===== src/rtl/frame_header_decoder_pkg.sv =====
// Shared definitions for the frame header decoder: FSM encoding, sync words,
// CRC-8 polynomial and the block-size / extension decode helpers.
package frame_header_decoder_pkg;

    typedef enum logic [3:0] {
        ST_IDLE   = 4'd0,
        ST_FETCH  = 4'd1,
        ST_SYNC   = 4'd2,
        ST_HDR    = 4'd3,
        ST_UTF8   = 4'd4,
        ST_EXT_BS = 4'd5,
        ST_EXT_SR = 4'd6,
        ST_CRC    = 4'd7,
        ST_DONE   = 4'd8,
        ST_ERR    = 4'd9
    } fhd_state_e;

    localparam logic [15:0] SYNC_FIXED      = 16'hFFF8;
    localparam logic [15:0] SYNC_VARIABLE   = 16'hFFF9;
    localparam logic [7:0]  CRC8_POLY       = 8'h07;

    localparam logic [15:0] BS_192          = 16'd192;
    localparam logic [15:0] BS_576          = 16'd576;
    localparam logic [15:0] BS_256          = 16'd256;
    localparam logic [15:0] BS_EXT_OVERFLOW = 16'hFFFF;
    localparam logic [3:0]  BS_CODE_EXT8    = 4'b0110;
    localparam logic [3:0]  BS_CODE_EXT16   = 4'b0111;

    localparam logic [3:0]  SR_CODE_EXT8    = 4'b1100;
    localparam logic [3:0]  SR_CODE_EXT16A  = 4'b1101;
    localparam logic [3:0]  SR_CODE_EXT16B  = 4'b1110;
    localparam logic [3:0]  SR_CODE_INVALID = 4'b1111;
    localparam logic [3:0]  CH_CODE_FIRST_RSVD = 4'b1011;

    // Fixed block sizes; extension codes and the reserved code decode to zero here.
    function automatic logic [15:0] bs_lookup(input logic [3:0] code);
        logic [15:0] v;
        case (code)
            4'b0001:                            v = BS_192;
            4'b0010, 4'b0011, 4'b0100, 4'b0101: v = BS_576 << (code - 4'd2);
            4'b1000, 4'b1001, 4'b1010, 4'b1011,
            4'b1100, 4'b1101, 4'b1110, 4'b1111: v = BS_256 << (code - 4'd8);
            default:                            v = 16'd0;
        endcase
        return v;
    endfunction

    function automatic logic hdr_invalid(input logic [7:0] b2, input logic [7:0] b3);
        return (b2[7:4] == 4'b0000) || (b2[3:0] == SR_CODE_INVALID) ||
               (b3[7:4] >= CH_CODE_FIRST_RSVD) || (b3[3:1] == 3'b011) ||
               (b3[3:1] == 3'b111) || (b3[0] == 1'b1);
    endfunction

    // Returns {bad_lead, continuation_byte_count}.
    function automatic logic [3:0] utf8_extra(input logic [7:0] lead);
        logic [3:0] r;
        casez (lead)
            8'b0???????: r = {1'b0, 3'd0};
            8'b110?????: r = {1'b0, 3'd1};
            8'b1110????: r = {1'b0, 3'd2};
            8'b11110???: r = {1'b0, 3'd3};
            8'b111110??: r = {1'b0, 3'd4};
            8'b1111110?: r = {1'b0, 3'd5};
            8'b11111110: r = {1'b0, 3'd6};
            default:     r = {1'b1, 3'd0};
        endcase
        return r;
    endfunction

    function automatic logic [2:0] bs_ext_len(input logic [3:0] code);
        logic [2:0] n;
        case (code)
            BS_CODE_EXT8:  n = 3'd1;
            BS_CODE_EXT16: n = 3'd2;
            default:       n = 3'd0;
        endcase
        return n;
    endfunction

    function automatic logic [2:0] sr_ext_len(input logic [3:0] code);
        logic [2:0] n;
        case (code)
            SR_CODE_EXT8:                   n = 3'd1;
            SR_CODE_EXT16A, SR_CODE_EXT16B: n = 3'd2;
            default:                        n = 3'd0;
        endcase
        return n;
    endfunction

endpackage


===== src/rtl/frame_header_decoder_crc8.sv =====
// Combinational CRC-8 (poly 0x07, MSB first) update of one byte; shared with
// other frame CRC checkers.
module crc8_byte
    import frame_header_decoder_pkg::*;
(
    input  logic [7:0] i_data,
    input  logic [7:0] i_crc,
    output logic [7:0] o_crc
);

    logic [7:0] w_c;

    // Eight shift/xor steps over the byte folded into the running CRC.
    always_comb begin
        w_c = i_crc ^ i_data;
        for (int i = 0; i < 8; i++) begin
            if (w_c[7]) begin
                w_c = {w_c[6:0], 1'b0} ^ CRC8_POLY;
            end else begin
                w_c = {w_c[6:0], 1'b0};
            end
        end
        o_crc = w_c;
    end

endmodule


===== src/rtl/frame_header_decoder.sv =====
// Frame header decoder: walks the header byte stream out of a word RAM,
// validates sync, codes, UTF-8 frame number and CRC-8, then latches fields.
module frame_header_decoder
    import frame_header_decoder_pkg::*;
(
    input  logic        iClock,
    input  logic        iReset,
    input  logic        iEnable,
    input  logic [15:0] iStartAddr,
    input  logic [15:0] iData,
    output logic [15:0] oReadAddr,
    output logic        oHeaderValid,
    output logic        oHeaderError,
    output logic [15:0] oBlockSize,
    output logic [3:0]  oChannelAssign,
    output logic [2:0]  oSampleSize,
    output logic [15:0] oSubframeAddr,
    output logic        oSubframeByteOffset
);

    fhd_state_e  r_state;
    logic [15:0] r_addr;
    logic [15:0] r_word;
    logic        r_word_valid;
    logic        r_wait;
    logic        r_lo;
    logic [2:0]  r_cnt;
    logic        r_lead;
    logic [7:0]  r_tmp;
    logic [7:0]  r_crc;
    logic [3:0]  r_bs_code;
    logic [3:0]  r_sr_code;
    logic [3:0]  r_ch_code;
    logic [2:0]  r_ss_code;
    logic [15:0] r_ext;
    logic [15:0] r_bs;
    logic [15:0] r_sub_addr;
    logic        r_sub_off;
    logic        r_header_valid;
    logic        r_header_error;
    logic [15:0] r_out_block_size;
    logic [3:0]  r_out_chan;
    logic [2:0]  r_out_ssize;
    logic [15:0] r_out_sub_addr;
    logic        r_out_sub_off;

    logic [7:0]  w_byte;
    logic [7:0]  w_crc_next;
    logic        w_parsing;
    logic        w_take;
    logic [15:0] w_ext_next;
    logic [3:0]  w_utf_info;
    logic [2:0]  w_bs_len;
    logic [2:0]  w_sr_len;
    fhd_state_e  w_route_utf;
    logic [2:0]  w_route_utf_cnt;
    fhd_state_e  w_route_bs;
    logic [2:0]  w_route_bs_cnt;

    crc8_byte u_crc8 (
        .i_data (w_byte),
        .i_crc  (r_crc),
        .o_crc  (w_crc_next)
    );

    // Current byte, consume strobe and the routing after UTF-8 / block-size extension.
    always_comb begin
        w_byte     = r_lo ? r_word[7:0] : r_word[15:8];
        w_parsing  = r_state inside {ST_FETCH, ST_SYNC, ST_HDR, ST_UTF8, ST_EXT_BS, ST_EXT_SR, ST_CRC};
        w_take     = r_word_valid && (r_state inside {ST_SYNC, ST_HDR, ST_UTF8, ST_EXT_BS, ST_EXT_SR, ST_CRC});
        w_ext_next = {r_ext[7:0], w_byte};
        w_utf_info = utf8_extra(w_byte);
        w_bs_len   = bs_ext_len(r_bs_code);
        w_sr_len   = sr_ext_len(r_sr_code);
        if (w_sr_len != 3'd0) begin
            w_route_bs     = ST_EXT_SR;
            w_route_bs_cnt = w_sr_len;
        end else begin
            w_route_bs     = ST_CRC;
            w_route_bs_cnt = 3'd0;
        end
        if (w_bs_len != 3'd0) begin
            w_route_utf     = ST_EXT_BS;
            w_route_utf_cnt = w_bs_len;
        end else begin
            w_route_utf     = w_route_bs;
            w_route_utf_cnt = w_route_bs_cnt;
        end
    end

    // Header parse FSM with word fetcher; everything freezes while iEnable is low.
    always_ff @(posedge iClock) begin
        if (iReset) begin
            r_state          <= ST_IDLE;
            r_addr           <= 16'd0;
            r_word           <= 16'd0;
            r_word_valid     <= 1'b0;
            r_wait           <= 1'b0;
            r_lo             <= 1'b0;
            r_cnt            <= 3'd0;
            r_lead           <= 1'b0;
            r_tmp            <= 8'd0;
            r_crc            <= 8'd0;
            r_bs_code        <= 4'd0;
            r_sr_code        <= 4'd0;
            r_ch_code        <= 4'd0;
            r_ss_code        <= 3'd0;
            r_ext            <= 16'd0;
            r_bs             <= 16'd0;
            r_sub_addr       <= 16'd0;
            r_sub_off        <= 1'b0;
            r_header_valid   <= 1'b0;
            r_header_error   <= 1'b0;
            r_out_block_size <= 16'd0;
            r_out_chan       <= 4'd0;
            r_out_ssize      <= 3'd0;
            r_out_sub_addr   <= 16'd0;
            r_out_sub_off    <= 1'b0;
        end else begin
            r_header_valid <= 1'b0;
            r_header_error <= 1'b0;
            if (iEnable) begin
                // RAM answers one cycle after the address: skip one edge, then capture.
                if (w_parsing && !r_word_valid) begin
                    if (r_wait) begin
                        r_wait <= 1'b0;
                    end else begin
                        r_word       <= iData;
                        r_word_valid <= 1'b1;
                    end
                end
                if (w_take) begin
                    if (r_lo) begin
                        r_lo         <= 1'b0;
                        r_word_valid <= 1'b0;
                        r_wait       <= 1'b1;
                        r_addr       <= r_addr + 16'd1;
                    end else begin
                        r_lo <= 1'b1;
                    end
                    if (r_state != ST_CRC) begin
                        r_crc <= w_crc_next;
                    end
                end
                case (r_state)
                    ST_IDLE: begin
                        r_addr       <= iStartAddr;
                        r_word_valid <= 1'b0;
                        r_wait       <= 1'b1;
                        r_lo         <= 1'b0;
                        r_crc        <= 8'd0;
                        r_cnt        <= 3'd0;
                        r_state      <= ST_FETCH;
                    end
                    ST_FETCH: begin
                        if (r_word_valid) begin
                            r_state <= ST_SYNC;
                        end
                    end
                    ST_SYNC: begin
                        if (w_take) begin
                            if (r_cnt == 3'd0) begin
                                r_tmp <= w_byte;
                                r_cnt <= 3'd1;
                            end else if (({r_tmp, w_byte} == SYNC_FIXED) ||
                                         ({r_tmp, w_byte} == SYNC_VARIABLE)) begin
                                r_cnt   <= 3'd0;
                                r_state <= ST_HDR;
                            end else begin
                                r_state <= ST_ERR;
                            end
                        end
                    end
                    ST_HDR: begin
                        if (w_take) begin
                            if (r_cnt == 3'd0) begin
                                r_bs_code <= w_byte[7:4];
                                r_sr_code <= w_byte[3:0];
                                r_cnt     <= 3'd1;
                            end else begin
                                r_ch_code <= w_byte[7:4];
                                r_ss_code <= w_byte[3:1];
                                r_bs      <= bs_lookup(r_bs_code);
                                r_lead    <= 1'b1;
                                if (hdr_invalid({r_bs_code, r_sr_code}, w_byte)) begin
                                    r_state <= ST_ERR;
                                end else begin
                                    r_state <= ST_UTF8;
                                end
                            end
                        end
                    end
                    ST_UTF8: begin
                        if (w_take) begin
                            if (r_lead && w_utf_info[3]) begin
                                r_state <= ST_ERR;
                            end else if (!r_lead && (w_byte[7:6] != 2'b10)) begin
                                r_state <= ST_ERR;
                            end else if ((r_lead && (w_utf_info[2:0] == 3'd0)) ||
                                         (!r_lead && (r_cnt == 3'd1))) begin
                                r_state <= w_route_utf;
                                r_cnt   <= w_route_utf_cnt;
                                r_ext   <= 16'd0;
                            end else if (r_lead) begin
                                r_lead <= 1'b0;
                                r_cnt  <= w_utf_info[2:0];
                            end else begin
                                r_cnt <= r_cnt - 3'd1;
                            end
                        end
                    end
                    ST_EXT_BS: begin
                        if (w_take) begin
                            if (r_cnt != 3'd1) begin
                                r_ext <= w_ext_next;
                                r_cnt <= r_cnt - 3'd1;
                            end else if (w_ext_next == BS_EXT_OVERFLOW) begin
                                r_bs    <= BS_EXT_OVERFLOW;
                                r_state <= ST_ERR;
                            end else begin
                                r_bs    <= w_ext_next + 16'd1;
                                r_state <= w_route_bs;
                                r_cnt   <= w_route_bs_cnt;
                            end
                        end
                    end
                    ST_EXT_SR: begin
                        if (w_take) begin
                            if (r_cnt == 3'd1) begin
                                r_state <= ST_CRC;
                            end else begin
                                r_cnt <= r_cnt - 3'd1;
                            end
                        end
                    end
                    ST_CRC: begin
                        if (w_take) begin
                            // The byte after the CRC shares this word when the CRC is the high byte.
                            r_sub_addr <= r_lo ? (r_addr + 16'd1) : r_addr;
                            r_sub_off  <= ~r_lo;
                            if (w_byte == r_crc) begin
                                r_state <= ST_DONE;
                            end else begin
                                r_state <= ST_ERR;
                            end
                        end
                    end
                    ST_DONE: begin
                        r_out_block_size <= r_bs;
                        r_out_chan       <= r_ch_code;
                        r_out_ssize      <= r_ss_code;
                        r_out_sub_addr   <= r_sub_addr;
                        r_out_sub_off    <= r_sub_off;
                        r_header_valid   <= 1'b1;
                        r_state          <= ST_IDLE;
                    end
                    ST_ERR: begin
                        r_header_error <= 1'b1;
                        r_state        <= ST_IDLE;
                    end
                    default: begin
                        r_state <= ST_IDLE;
                    end
                endcase
            end
        end
    end

    assign oReadAddr           = r_addr;
    assign oHeaderValid        = r_header_valid;
    assign oHeaderError        = r_header_error;
    assign oBlockSize          = r_out_block_size;
    assign oChannelAssign      = r_out_chan;
    assign oSampleSize         = r_out_ssize;
    assign oSubframeAddr       = r_out_sub_addr;
    assign oSubframeByteOffset = r_out_sub_off;

endmodule

===== config.mk =====
export PLATFORM = sky130hd
export DESIGN_NAME = frame_header_decoder
export DESIGN_NICKNAME = d
export VERILOG_FILES = /design/src/rtl/frame_header_decoder_pkg.sv /design/src/rtl/frame_header_decoder_crc8.sv /design/src/rtl/frame_header_decoder.sv
export SDC_FILE = /design/constraint.sdc
export NUM_CORES = 1
export LEC_CHECK = 0
export CAP_MARGIN = 20
export CORE_MARGIN = 2
export CORE_UTILIZATION = 57
export CTS_BUF_LIST = sky130_fd_sc_hd__clkbuf_16
export DETAILED_ROUTE_END_ITERATION = 12
export PLACE_DENSITY = 0.83
export SYNTH_ARGS = -nofsm -noshare
export SYNTH_HDL_FRONTEND = slang
export SYNTH_SLANG_ARGS = --single-unit

===== constraint.sdc =====
create_clock -name iClock -period 3.58 [get_ports iClock]
set_clock_uncertainty 0.05 [all_clocks]
set_input_delay 0.716 -clock iClock [delete_from_list [all_inputs] [get_ports iClock]]
set_output_delay 0.716 -clock iClock [all_outputs]
set_load 0.02 [all_outputs]

Word level (Yosys, flattened, before mapping)
Index checks and enable logic that the tools add are counted.

Register bits: 157. Output and inout bits: 58.

Muxes and demuxes: 92. Bitwise gates (word level): 14. $add $sub $neg: 5. Reductions and logical operators: 46. Order comparisons: 1. Eq/ne operators: 65. Shift-type cells: 2.

Operator list (count): 16-bit two-way mux (8); 8-bit two-way mux (10); 3-bit two-way mux (25); 4-bit two-way mux (18); 4-bit equality test (second input constant) (15); 16-bit equality test (second input constant) (3); 16-bit one-hot mux with 3 select lines (1); 16-bit by 1-bit adder with 16-bit output (second input constant) (2); 4-bit by 3-bit equality test with 1-bit output (second input constant) (8); 16-bit one-hot mux with 2 select lines (1); 4-bit one-hot mux with 8 select lines (1); 2-bit inequality test (second input constant) (15); 4-bit one-hot mux with 7 select lines (1); 13-bit AND reduction (2); 3-bit inverter (8); 1-bit two-way mux (22); 3-bit one-hot mux with 6 select lines (1); 4-bit by 2-bit equality test with 1-bit output (second input constant) (4); 8-bit one-hot mux with 2 select lines (1); 8-bit AND reduction (2); 10-bit by 4-bit left shift with 16-bit output (first input constant) (1); 9-bit by 4-bit left shift with 16-bit output (first input constant) (1); 4-bit AND reduction (3); 6-bit nonzero test (2); other kinds (36) (70).

Longest topological paths before layout
Depth in word-level cells: 21. Gate-level depth with buffers: 13.

Cells and area by module
A second synthesis with hierarchy kept.

Cells, all modules: 1019. Area, all modules: 8144.1 sq um.

Modules (own cells, without submodules): frame_header_decoder (area each 7960.1 sq um, times used 1, cells each 998); crc8_byte (area each 183.9 sq um, times used 1, cells each 21).

Least setup slack after synthesis
OpenSTA, ideal clock, no wires.

Kind: register -> register. From: register r_lo. To: register r_cnt[2]. Data required time: 3414 ps. Path buffers: 2. Setup slack: 349 ps. Cell stages (with the launch flop): 11. Arrival: 3065 ps. Period minus slack after synthesis: 3231 ps. Library setup time: 116 ps. Path through: dfxtp_1 buf_6 buf_2 mux2i_1 ha_1 nor2_1 a2111o_1 or4_1 a221o_1 o311a_1 a31o_1.

Longest elaborated chain between the ends: 11. Elaborated cells between the ends (all ways): 30. Those cells by class: eq/ne: 14; mux: 8; bitwise: 1; reduce/logical: 7.

RTL lines: start, declared (line frame_header_decoder.sv:26) `logic r_lo;`; start signal, assigned (line frame_header_decoder.sv:99) `r_lo <= 1'b0;`; start signal, assigned (line frame_header_decoder.sv:134) `r_lo <= 1'b0;`; start signal, assigned (line frame_header_decoder.sv:139) `r_lo <= 1'b1;`; 8-bit two-way mux (*) (line frame_header_decoder.sv:68) `w_byte = r_lo ? r_word[7:0] : r_word[15:8];`; 8-bit equality test, or another cell as far along (line frame_header_decoder_pkg.sv:57) `casez (lead)`; 4-bit one-hot mux with 7 select lines (line frame_header_decoder_pkg.sv:57); 3-bit logical NOT (line frame_header_decoder.sv:199) `end else if ((r_lead && (w_utf_info[2:0] == 3'd0)) ||`; 1-bit logical AND (line frame_header_decoder.sv:199); 1-bit logical OR (line frame_header_decoder.sv:199); 3-bit two-way mux (line frame_header_decoder.sv:199); 3-bit two-way mux (line frame_header_decoder.sv:197) `end else if (!r_lead && (w_byte[7:6] != 2'b10)) begin`; 3-bit two-way mux (line frame_header_decoder.sv:195) `if (r_lead && w_utf_info[3]) begin`; 3-bit two-way mux (line frame_header_decoder.sv:194) `if (w_take) begin`; 3-bit one-hot mux with 6 select lines (line frame_header_decoder.sv:145) `case (r_state)`; end signal, assigned (line frame_header_decoder.sv:202) `r_cnt <= w_route_utf_cnt;`; end signal, assigned (line frame_header_decoder.sv:206) `r_cnt <= w_utf_info[2:0];`; end signal, assigned (line frame_header_decoder.sv:208) `r_cnt <= r_cnt - 3'd1;`; end, declared (line frame_header_decoder.sv:27) `logic [2:0] r_cnt;`.

Mark *: on every way between the ends. The rest lies on a longest branch, timed or not. The select of a mux whose other input is x is not followed. A chain may end at the register's enable or synchronous reset.

Worst setup path in the final report
From: register r_lo. To: register r_bs[11].

Longest elaborated chain between the ends: 6. Elaborated cells between the ends (all ways): 7. Those cells by class: add/sub: 1; eq/ne: 1; mux: 5.

RTL lines: 8-bit two-way mux (*) (line frame_header_decoder.sv:68); net u_crc8.i_data[1] (line frame_header_decoder_crc8.sv:6) `input logic [7:0] i_data,`; 16-bit by 1-bit adder with 16-bit output or 16-bit equality test (tied branches) (line frame_header_decoder.sv:221, frame_header_decoder.sv:217); 16-bit two-way mux (*) (line frame_header_decoder.sv:217) `end else if (w_ext_next == BS_EXT_OVERFLOW) begin`; 16-bit two-way mux (*) (line frame_header_decoder.sv:214) `if (r_cnt != 3'd1) begin`; 16-bit two-way mux (*) (line frame_header_decoder.sv:213) `if (w_take) begin`; 16-bit one-hot mux with 2 select lines (*) (line frame_header_decoder.sv:145); end signal, assigned (line frame_header_decoder.sv:183) `r_bs <= bs_lookup(r_bs_code);`; end signal, assigned (line frame_header_decoder.sv:221) `r_bs <= w_ext_next + 16'd1;`; end, declared (line frame_header_decoder.sv:36) `logic [15:0] r_bs;`.

Mark *: on every way through the listed nets, which the timed path passes. The rest lies on a longest branch. The select of a mux whose other input is x is not followed.

==> qor.txt <==
==================================================================================================
Run status                                                                            finished clean
Combinational fraction of design power                                                       22.1%
WL final                                                                                   22.7 mm
Row cnt                                                                                         43
Number of global-route vias before repair                                                     7043
Synth area leader                                                                          dfxtp_1
Buffers from clock root to sink, at most                                                         2
Top cell by count, worst path                                                                buf_4
Sw frac                                                                                      32.4%
Port Buffer Count                                                                               92
Synth Flop Type                                                                            dfxtp_1
Depth of the most critical reg-to-reg path                                                      10
Crit. path cell count                                                                           10
IR Drop Worst-Case VDD                                                                    0.335 mV
Core outline area                                                                      13900 sq um
Register bit total from synthesis                                                              157
Count of final hold-check violations                                                             0
Area overhead of the layout relative to synthesis                                            21.1%
Final layout net count                                                                        1144
Final Critical Period                                                                      3.11 ns
Adder-Cell Fraction of Synth Area                                                            2.62%
Critical register-to-register path endpoint                                               r_bs[11]
Cell Chain, Critical Path                                                             buf_4, mux2i_1, buf_4, inv_1, ha_1, nand4_1, a21oi_1, a31oi_1, o21ai_0, a32o_1
Count of H-tree levels built during CTS                                                          4
Post-cts repair resize count                                                                     0
Data required time of the worst path                                                       3.86 ns
Total standard cell area after synthesis                                                8120 sq um
Number of buffers inserted for hold repair after clock tree synthesis                            0
Share of the cycle needed by the critical path after routing                                 87.0%
Die height                                                                                  123 um
Fill cell count                                                                               1133
Proportion of layout cells with a drive suffix above 1                                       6.88%
Startpoint kind of the worst setup timing path                                            register
Clock Tree Root                                                                          clkbuf_16
Number of enable flip-flop cells after synthesis                                                 0
Fraction of synthesized cell area in xor and xnor cells                                      5.29%
Reported max-cap violation count                                                                 0
Power per Cell Area                                                                    489 nW/um^2
Combined buffer and inverter count along the critical path                                       3
Synth Area in Simple Gates                                                                   22.5%
Min-delay src                                                                         oSubframeAddr[13]
Area share of the largest cell type after synthesis                                          38.7%
Clock transition time at the flip-flop clock pins of the worst setup and hold paths        0.07 ns
Cell-internal power                                                                      0.00325 W
Largest delay contributor family on the critical path                                 compound AO/OA/AOI/OAI gates
Number of optimization iterations in the first detailed-route pass                               6
Endpoint arrival time on the critical path                                                 3.39 ns
Top-level port count                                                                            93
Final setup vio count                                                                            0
Slowest-stage cell, CP                                                                     a31oi_1
Initial antenna violation count                                                                  0
Post-detailed-placement half-perimeter wirelength                                          15.7 mm
Type of element capturing the critical path                                               register
TritonCTS Sinks                                                                                157
1st-iter DRT viols                                                                             911
Setup Total Neg Slack                                                                         0 ns
First-pass GRT wire length                                                                 36.2 mm
Max-slew violation total from the final report                                                   0
Largest net degree at the start of global routing                                               61
Per-cell routed wire length                                                                17.7 um
Post-Synthesis Net Count                                                                      1070
Crit Path Category                                                                    register to register
Min-Delay Endpoint                                                                    oSubframeAddr[13]
Final RePlAce weighted congestion                                                             1.02
Horiz. Die Dim                                                                              123 um
Max FO, Critical Path                                                                           15
Sum of overflow across all layers after global routing                                           0
Drt drc                                                                                          0
Sequential share of power                                                                    41.0%
Insertion delay to the later sink of the worst-skew pair                                   0.43 ns
Register-to-register setup slack                                                           0.47 ns
Average size of a mapped cell                                                           7.97 sq um
RSZ-0062 raised after global routing                                                            no
Combinational family with the most area after synthesis                               compound AO/OA/AOI/OAI gates
Residual antenna-violating net count after detailed routing                                      0
Synth Instances                                                                               1018
Commonest non-fill, non-tap cell in the layout                                             dfxtp_1
Type of the worst min-delay path                                                      register to register
CP peak stage delay                                                                        0.71 ns
CTS Buf Count                                                                                   17
Peak clock frequency supported by timing                                                   321 MHz
Total via count in the routed design                                                          7959
Post-CTS Repair Setup Buffers                                                                    0
Max-slew headroom                                                                            33.5%
Sw power                                                                                 0.00156 W
Number of warnings printed during yosys synthesis                                                0
Cell Count, Final, Fillers Out                                                                1285
Synth async-reset ratio                                                                         0%
GRT Total Usage                                                                              30.6%
Transition time at the pin with the least slew margin                                     0.994 ns
Portion of netlist area occupied by mux cells                                                3.61%
Total die area                                                                         15200 sq um
Diode insertion count for antenna repair                                                         0
Distinct cells, synth                                                                           71
Leakage power figure                                                                       3.27 nW
Placed insts                                                                                  1253
Hold Path Stages                                                                                 2
Top cells by area, synth                                                              dfxtp_1 39%, nand2_1 6.3%, nor2_1 5.9%
Sequential share of the synthesized area                                                     38.7%
Commonest non-fill, non-tap cells in the layout                                       157 x dfxtp_1, 137 x nand2_1, 128 x nor2_1
Synth Area in Compound Gates                                                                 23.0%
CTS tree                                                                                     built
R2R Path Start                                                                                r_lo
Initial core utilization                                                                     58.5%
Routed via count divided by cell count                                                        6.19
Power share of the clock group                                                               36.9%
==================================================================================================
stage by stage:
step                setup slack (ns)  utilization, %  hold WS [ns]  total power, W  area, sq um
floorplan                      0.349               -         0.382         0.00269         8120
global placement               0.538            66.6         0.388         0.00302         9250
detailed placement             0.458            66.7         0.393         0.00304         9260
CTS                            0.502            70.8         0.403         0.00480         9830
global route                   0.292            70.8         0.413         0.00500         9830
finish                         0.466            70.8         0.401         0.00481         9830
cell usage after synthesis (all sizes together), types with 4 or more instances:
| cell type | count |
|---|---|
| dfxtp | 157 |
| nand2 | 137 |
| nor2 | 128 |
| a21oi | 89 |
| clkbuf | 60 |
| a211oi | 46 |
| o21ai | 33 |
| xnor2 | 30 |
| mux2i | 27 |
| nand3 | 22 |
| nand4 | 21 |
| xor2 | 19 |
| inv | 18 |
| ha | 17 |
| o31ai | 16 |
| nor3 | 15 |
| a31oi | 12 |
| a22oi | 11 |
| buf | 11 |
| nand2b | 11 |
| nor2b | 11 |
| and3 | 8 |
| nor4 | 8 |
| nand3b | 7 |
| o211ai | 7 |
| or3 | 6 |
| a21o | 5 |
| a221oi | 5 |
| a21boi | 4 |
| a2bb2oi | 4 |
| a311oi | 4 |
| o221ai | 4 |
| o22ai | 4 |
worst reg2reg max path, delay by kind of cell (launching register included):
| kind | cells | cell delay [ns] |
|---|---|---|
| AOI/OAI and AO/OA | 4 | 1.34 |
| adders and majority gates | 1 | 0.24 |
| buffers and inverters | 3 | 0.51 |
| DFF | 1 | 0.37 |
| and+or+nand+nor | 1 | 0.13 |
| muxes | 1 | 0.37 |
sequential cells by signal (all words and copies together), names as in the netlist, 8 cells and up:
name and count:
r_word 16, r_ext 8, r_sub_addr 16, oReadAddr 16, r_tmp 8, r_crc 8, oBlockSize 16, oSubframeAddr 16
r_bs 16
metal layers:
layer	vias up	track usage, %	share of wire, %
li1	3826	-	-
met1	3701	42.0	43
met5	-	0	0
met3	56	8.21	9.2
met4	0	12.1	2.8
met2	376	45.6	45
worst max-delay path by stage:
stage / slack [ns] / start / to
floorplan: 0.35 / r_lo / r_cnt[2]
global placement: 0.54 / iEnable / r_cnt[2]
detailed placement: 0.46 / iEnable / r_cnt[2]
CTS: 0.50 / r_lo / r_cnt[2]
global route: 0.29 / r_lo / r_bs[7]
finish: 0.47 / r_lo / r_bs[11]
area by class of cell:
type	count	area [sq um]	share of cell area [%]
Tap cell	180	225	2.29
Clock buffer	17	425	4.33
Timing Repair Buffer	126	1170	11.9
Multi-Input combinational cell	771	4640	47.2
Sequential cell	157	3140	32.0
Clock inverter	15	150	1.53
Inverter	19	71.3	0.725
power by group through the flow:
| stage | clock network, W | logic [W] | registers, W |
|---|---|---|---|
| 2_1_floorplan | 0 | 0.000703 | 0.00199 |
| 3_3_place_gp | 0 | 0.00102 | 0.00200 |
| 3_5_place_dp | 0 | 0.00104 | 0.00200 |
| 4_1_cts | 0.00178 | 0.00105 | 0.00197 |
| 5_1_grt | 0.00186 | 0.00115 | 0.00198 |
| 6_report | 0.00177 | 0.00106 | 0.00197 |
logic make-up after synthesis:
family,count (synthesis)
compound gates,280
xor+xnor,49
fa+ha+maj,17
buf+inv,90
flops,157
mux,29
simple gates,396
No activity file was read; power rests on OpenSTA's default activity.
